===== src/rtl/spis_pkg.sv =====
// Shared encodings for the SPI-slave register initiator: request ops, response
// status codes, register offsets and the initiator FSM state type.
package spis_pkg;

    localparam logic [1:0] OP_WR     = 2'b00;
    localparam logic [1:0] OP_RD     = 2'b01;
    localparam logic [1:0] OP_LAUNCH = 2'b10;

    localparam logic [1:0] ST_OK      = 2'b00;
    localparam logic [1:0] ST_TIMEOUT = 2'b01;
    localparam logic [1:0] ST_ILLEGAL = 2'b10;

    localparam logic [15:0] ADDR_CMD    = 16'h0000;
    localparam logic [15:0] ADDR_STATUS = 16'h000C;

    typedef enum logic [2:0] {
        S_IDLE,
        S_WR,
        S_RD,
        S_L_WR,
        S_L_GAP,
        S_L_POLL,
        S_L_STAT,
        S_RESP
    } state_t;

endpackage


===== src/rtl/spis_reg_initiator.sv =====
// Register-bus initiator between the SPI-slave frame decoder and the register
// file: single write, single read, and command launch with go-bit polling.
module spis_reg_initiator
    import spis_pkg::*;
#(
    parameter int POLL_GAP  = 4,
    parameter int MAX_POLLS = 1024
) (
    input  logic        aclk,
    input  logic        arst,
    input  logic        req_valid,
    output logic        req_ready,
    input  logic [1:0]  req_op,
    input  logic [15:0] req_addr,
    input  logic [31:0] req_wdata,
    output logic        rsp_valid,
    input  logic        rsp_ready,
    output logic [31:0] rsp_rdata,
    output logic [1:0]  rsp_status,
    output logic        write,
    output logic        read,
    output logic [15:0] addr,
    output logic [31:0] wdata,
    input  logic [31:0] rdata,
    output logic        busy
);

    localparam int              PW         = $clog2(MAX_POLLS + 1);
    localparam logic [PW-1:0]   POLL_LIMIT = PW'(MAX_POLLS);
    localparam logic [7:0]      GAP_LAST   = 8'(POLL_GAP - 1);

    state_t        state_q, state_d;
    logic [7:0]    gap_q, gap_d;
    logic [PW-1:0] poll_q, poll_d, poll_inc;
    logic          req_ready_q, req_ready_d;
    logic          busy_q, busy_d;
    logic          write_q, write_d;
    logic          read_q, read_d;
    logic [15:0]   addr_q, addr_d;
    logic [31:0]   wdata_q, wdata_d;
    logic          rsp_valid_q, rsp_valid_d;
    logic [31:0]   rsp_rdata_q, rsp_rdata_d;
    logic [1:0]    rsp_status_q, rsp_status_d;

    always_comb begin
        state_d      = state_q;
        gap_d        = gap_q;
        poll_d       = poll_q;
        write_d      = 1'b0;
        read_d       = 1'b0;
        addr_d       = 16'h0000;
        wdata_d      = 32'h0000_0000;
        rsp_valid_d  = rsp_valid_q;
        rsp_rdata_d  = rsp_rdata_q;
        rsp_status_d = rsp_status_q;
        // Saturating increment: the poll count never wraps past MAX_POLLS.
        poll_inc     = (poll_q == POLL_LIMIT) ? poll_q : poll_q + PW'(1);

        case (state_q)
            S_IDLE: begin
                if (req_valid && req_ready_q) begin
                    gap_d  = 8'd0;
                    poll_d = '0;
                    case (req_op)
                        OP_WR: begin
                            state_d = S_WR;
                            write_d = 1'b1;
                            addr_d  = req_addr;
                            wdata_d = req_wdata;
                        end
                        OP_RD: begin
                            state_d = S_RD;
                            read_d  = 1'b1;
                            addr_d  = req_addr;
                        end
                        OP_LAUNCH: begin
                            state_d = S_L_WR;
                            write_d = 1'b1;
                            addr_d  = ADDR_CMD;
                            wdata_d = {req_wdata[31:1], 1'b1};
                        end
                        default: begin
                            state_d      = S_RESP;
                            rsp_valid_d  = 1'b1;
                            rsp_rdata_d  = 32'h0000_0000;
                            rsp_status_d = ST_ILLEGAL;
                        end
                    endcase
                end
            end
            S_WR: begin
                state_d      = S_RESP;
                rsp_valid_d  = 1'b1;
                rsp_rdata_d  = 32'h0000_0000;
                rsp_status_d = ST_OK;
            end
            S_RD: begin
                state_d      = S_RESP;
                rsp_valid_d  = 1'b1;
                rsp_rdata_d  = rdata;
                rsp_status_d = ST_OK;
            end
            S_L_WR: begin
                state_d = S_L_GAP;
                gap_d   = 8'd0;
            end
            S_L_GAP: begin
                if (gap_q == GAP_LAST) begin
                    state_d = S_L_POLL;
                    read_d  = 1'b1;
                    addr_d  = ADDR_CMD;
                end else begin
                    gap_d = gap_q + 8'd1;
                end
            end
            S_L_POLL: begin
                poll_d = poll_inc;
                if (!rdata[0]) begin
                    state_d = S_L_STAT;
                    read_d  = 1'b1;
                    addr_d  = ADDR_STATUS;
                end else if (poll_inc == POLL_LIMIT) begin
                    state_d      = S_RESP;
                    rsp_valid_d  = 1'b1;
                    rsp_rdata_d  = rdata;
                    rsp_status_d = ST_TIMEOUT;
                end else begin
                    state_d = S_L_GAP;
                    gap_d   = 8'd0;
                end
            end
            S_L_STAT: begin
                state_d      = S_RESP;
                rsp_valid_d  = 1'b1;
                rsp_rdata_d  = rdata;
                rsp_status_d = ST_OK;
            end
            S_RESP: begin
                if (rsp_ready) begin
                    state_d     = S_IDLE;
                    rsp_valid_d = 1'b0;
                end
            end
            default: begin
                state_d = S_IDLE;
            end
        endcase

        // Handshake flags follow the next state so they are valid the cycle it is entered.
        req_ready_d = (state_d == S_IDLE);
        busy_d      = (state_d != S_IDLE);
    end

    always_ff @(posedge aclk or posedge arst) begin
        if (arst) begin
            state_q      <= S_IDLE;
            gap_q        <= 8'd0;
            poll_q       <= '0;
            req_ready_q  <= 1'b1;
            busy_q       <= 1'b0;
            write_q      <= 1'b0;
            read_q       <= 1'b0;
            addr_q       <= 16'h0000;
            wdata_q      <= 32'h0000_0000;
            rsp_valid_q  <= 1'b0;
            rsp_rdata_q  <= 32'h0000_0000;
            rsp_status_q <= 2'b00;
        end else begin
            state_q      <= state_d;
            gap_q        <= gap_d;
            poll_q       <= poll_d;
            req_ready_q  <= req_ready_d;
            busy_q       <= busy_d;
            write_q      <= write_d;
            read_q       <= read_d;
            addr_q       <= addr_d;
            wdata_q      <= wdata_d;
            rsp_valid_q  <= rsp_valid_d;
            rsp_rdata_q  <= rsp_rdata_d;
            rsp_status_q <= rsp_status_d;
        end
    end

    assign req_ready  = req_ready_q;
    assign busy       = busy_q;
    assign write      = write_q;
    assign read       = read_q;
    assign addr       = addr_q;
    assign wdata      = wdata_q;
    assign rsp_valid  = rsp_valid_q;
    assign rsp_rdata  = rsp_rdata_q;
    assign rsp_status = rsp_status_q;

endmodule


===== config.mk =====
export PLATFORM = sky130hd
export DESIGN_NAME = spis_reg_initiator
export DESIGN_NICKNAME = d
export VERILOG_FILES = /design/src/rtl/spis_pkg.sv /design/src/rtl/spis_reg_initiator.sv
export SDC_FILE = /design/constraint.sdc
export NUM_CORES = 1
export LEC_CHECK = 0
export ABC_CLOCK_PERIOD_IN_PS = 3700
export BUFFER_PORTS_ARGS = -buffer_cell sky130_fd_sc_hd__buf_2
export CAP_MARGIN = 15
export CORE_MARGIN = 5
export CORE_UTILIZATION = 50
export CTS_CLUSTER_DIAMETER = 100
export DETAILED_ROUTE_END_ITERATION = 10
export PLACE_DENSITY = 0.77
export SETUP_SLACK_MARGIN = 0.2
export SLEW_MARGIN = 10
export SYNTH_ARGS = -nofsm -noshare
export SYNTH_HDL_FRONTEND = slang
export SYNTH_SLANG_ARGS = --single-unit

===== constraint.sdc =====
create_clock -name aclk -period 3.7 [get_ports aclk]
set_input_delay 0.555 -clock aclk [delete_from_list [all_inputs] [get_ports aclk]]
set_output_delay 0.555 -clock aclk [all_outputs]
set_load 0.01 [all_outputs]

==> key figures <==
Logic synthesis
  – Synth Flop Type: dfrtp_1
  – Synthesized area: 0.00485 sq mm
  – Cell taking the most area after synthesis: dfrtp_1
  – Yosys top cell area share: 55.8%
  – Top cells by count, synth: dfrtp_1 (108), nand2_1 (51), and2_1 (47)
  – Sequential area share after synthesis: 56.3%
  – Syn Inst Count: 460
  – Library cells used by synthesis: 54
  – Syn_nets: between 500 and 600
  – Top-count cell post-synth: dfrtp_1
  – Top cells by area, synth: dfrtp_1 (56%), mux2i_1 (6.4%), and2_1 (6.1%)
  – Yosys Warn Count: 0
  – #FFs+latches synth: 109
  – Post-synthesis async set-or-reset flop share: 100%
  – Synthesized area per cell: 10.5 sq um
  – Post-synth EDFFs: 0

Critical path
  – Setup CP Type: reg -> reg
  – R2R cell count: 8
  – Critical Path Source: poll_q[0]
  – Worst flop-to-flop path startpoint: poll_q[0]
  – CP max stage delay: 0.53 ns
  – Endpoint class of the critical path: flip-flop
  – Buf/Inv on CP: 1
  – Critical path required time: 3.98 ns
  – Cell with the largest stage delay on the worst path: or4_1
  – Top cell family by delay on the critical path: simple AND/OR/NAND/NOR gates
  – Crit-path max FO: 31
  – Crit-path cells: ha_1, nand3_1, or4_1, a2111oi_2, nand4_1, nand2_2, buf_4, mux2i_1
  – Cell depth of the worst setup path: 8
  – CP Launch Type: flip-flop
  – CP arrival: about 3.2 ns

CTS
  – Hold buffer count at CTS: 0
  – CTS tree: built
  – Num CTS Buffers: 9
  – H-tree lvl count: 3
  – Worst-Skew Late Latency: 0.37 ns
  – Root Driver: clkbuf_8
  – Max clock buf depth: 2
  – Setup Buffers After CTS: 0
  – Clk sinks: 109
  – Post-CTS Resized: 0
  – Clk pin slew, worst setup/hold paths: 0.10 ns

Floorplan
  – Total core area: about 0.0096 sq mm
  – Row count: 36
  – Starting Density: 50.5%
  – Total die area: 0.0118 sq mm
  – Io pins: 173
  – Width of the die: 108 um
  – Die Span Y: 108 um

Power and ir drop
  – Worst VDD drop: 296 uV
  – PD cells: 633 mW/mm^2
  – Pwr Total: about 3800 uW
  – P_leak: ~0.0033 uW

Layout
  – # fillers: 815
  – Layout Nets: just over 700
  – Layout cells sized above 1: 33.0%
  – Synthesis-to-finish area growth: 23.4%
  – Antenna diodes: 0
  – Post-route design area: around 0.0060 sq mm

Routing
  – Vias per cell: between 5 and 6
  – Routed WL per cell: approximately 15 um
  – Drt drc: 0
  – Drt pass-1 iters: 4
  – Vias post-DR: 3,899
  – Initial DRC Count: 177
  – WL final: 11,400 um
  – Final ANT Viol Nets: 0

STA
  – Worst-margin pin slew: 0.912 ns
  – Fin. Hold Viols: 0
  – Crit path time final: 2.94 ns
  – Final Cycle Share: between 70% and 80%
  – Layout Skew: approximately 0.012 ns
  – Fmax: 340 MHz
  – Final setup margin: 0.756 ns
  – RSZ-0062 raised after global routing: no
  – Relative slew slack: 39.0%
  – Final TNS setup: 0 ns
  – Final setup viols: 0
  – Final Max Slew Viols: 0

Place
  – IO Port Bufs: 172
  – Post-DP HPWL: 8630 um
  – Pre-CTS setup slack: 0.806 ns
  – Final GP Congestion: 0.866
  – Placed cell area: between 0.005 and 0.006 sq mm

Global routing
  – Largest net degree at the start of global routing: 66
  – Initial antenna violation count: 0
  – Vias in the first global route: between 3,000 and 4,000
  – First-pass GRT wire length: 18,100 um
  – Total grt overflow: 0
  – Total GRT Usage: 19.4%

Min path
  – Worst hold path type: in -> async

Run status
  – Outcome: finished, final reports clean

Flow run
  – MaxCap Viol Count: 0
[cells in the final DEF (no fill, tap or decap), types with 3 or more instances in the layout]
| cell type | count |
|---|---|
| ha_1 | 3 |
| mux2i_1 | 31 |
| o21ai_0 | 23 |
| nand2_1 | 51 |
| nand3_1 | 15 |
| a21oi_1 | 12 |
| a41oi_1 | 6 |
| or2_2 | 3 |
| clkbuf_8 | 12 |
| buf_2 | 172 |
| a21o_1 | 3 |
| nor2_1 | 15 |
| and4_1 | 3 |
| nand2b_1 | 4 |
| a31oi_1 | 5 |
| inv_1 | 41 |
| buf_4 | 6 |
| nor2b_1 | 3 |
| nand4_1 | 4 |
| and2_1 | 47 |
| and3_1 | 7 |
| o31ai_1 | 4 |
| dfrtp_1 | 108 |
| nor3_1 | 10 |
[stage by stage]
step                hold slack (ns)  std cells  util, %
floorplan                     0.460        460        -
global placement              0.478        747     60.1
detailed placement            0.490        747     60.1
CTS                           0.348        762     62.2
global route                  0.365        763     62.3
finish                        0.332        763     62.3
[where the power goes]
part / internal [uW] / switching (uW)
combinational: 599 / 766
clock: 304 / 393
sequential: 1470 / 253
[metal layers]
layer	global-route usage (%)	up-vias	wire length (um)
li1	-	1881	-
met2	30.8	175	5320
met4	5.05	0	136
met1	24.6	1830	4670
met5	0	-	0
met3	8.30	13	1280
[worst reg2reg max path, cell delays in order, from the launching register on]
cell       delay, ns
dfrtp_1         0.50
ha_1            0.32
nand3_1         0.15
or4_1           0.53
a2111oi_2       0.39
nand4_1         0.18
nand2_2         0.10
buf_4           0.43
mux2i_1         0.27
[cell type report]
class,count,area [sq um],share of cell area (%)
clock buffer,12,165,2.76
clock inverter,3,27.5,0.460
inverter,42,160,2.68
multi-input combinational,285,1810,30.3
sequential,109,2730,45.6
tap,133,166,2.78
timing repair buffer,179,921,15.4
[flip-flops by register name, indices dropped and copies added (netlist names)]
signal	flops
wdata	32
gap_q	8
write	1
rsp_valid	1
busy	1
req_ready	1
state_q	3
addr	16
poll_q	11
rsp_rdata	32
rsp_status	2
read	1
[final timing paths]
path / slack (ns) / to
max: 0.76 / rsp_rdata[9]
min: 0.33 / rsp_rdata[27]
max reg2reg: 0.76 / rsp_rdata[9]
min reg2reg: 0.50 / gap_q[0]
max in group asynchronous: 2.51 / req_ready
min in group aclk: 0.39 / wdata[20]
[logic make-up (layout without fill, tap and decap cells)]
group / after synthesis / after routing / share of synthesized area, %
compound gates: 72 / 72 / 9.99
xor+xnor: 2 / 2 / 0.362
fa+ha+maj: 3 / 3 / 0.775
buf+inv: 66 / 236 / 6.35
flops: 109 / 109 / 56.3
mux: 31 / 31 / 6.40
simple gates: 177 / 177 / 19.8
Note: power is estimated with default switching activity, not from simulation.
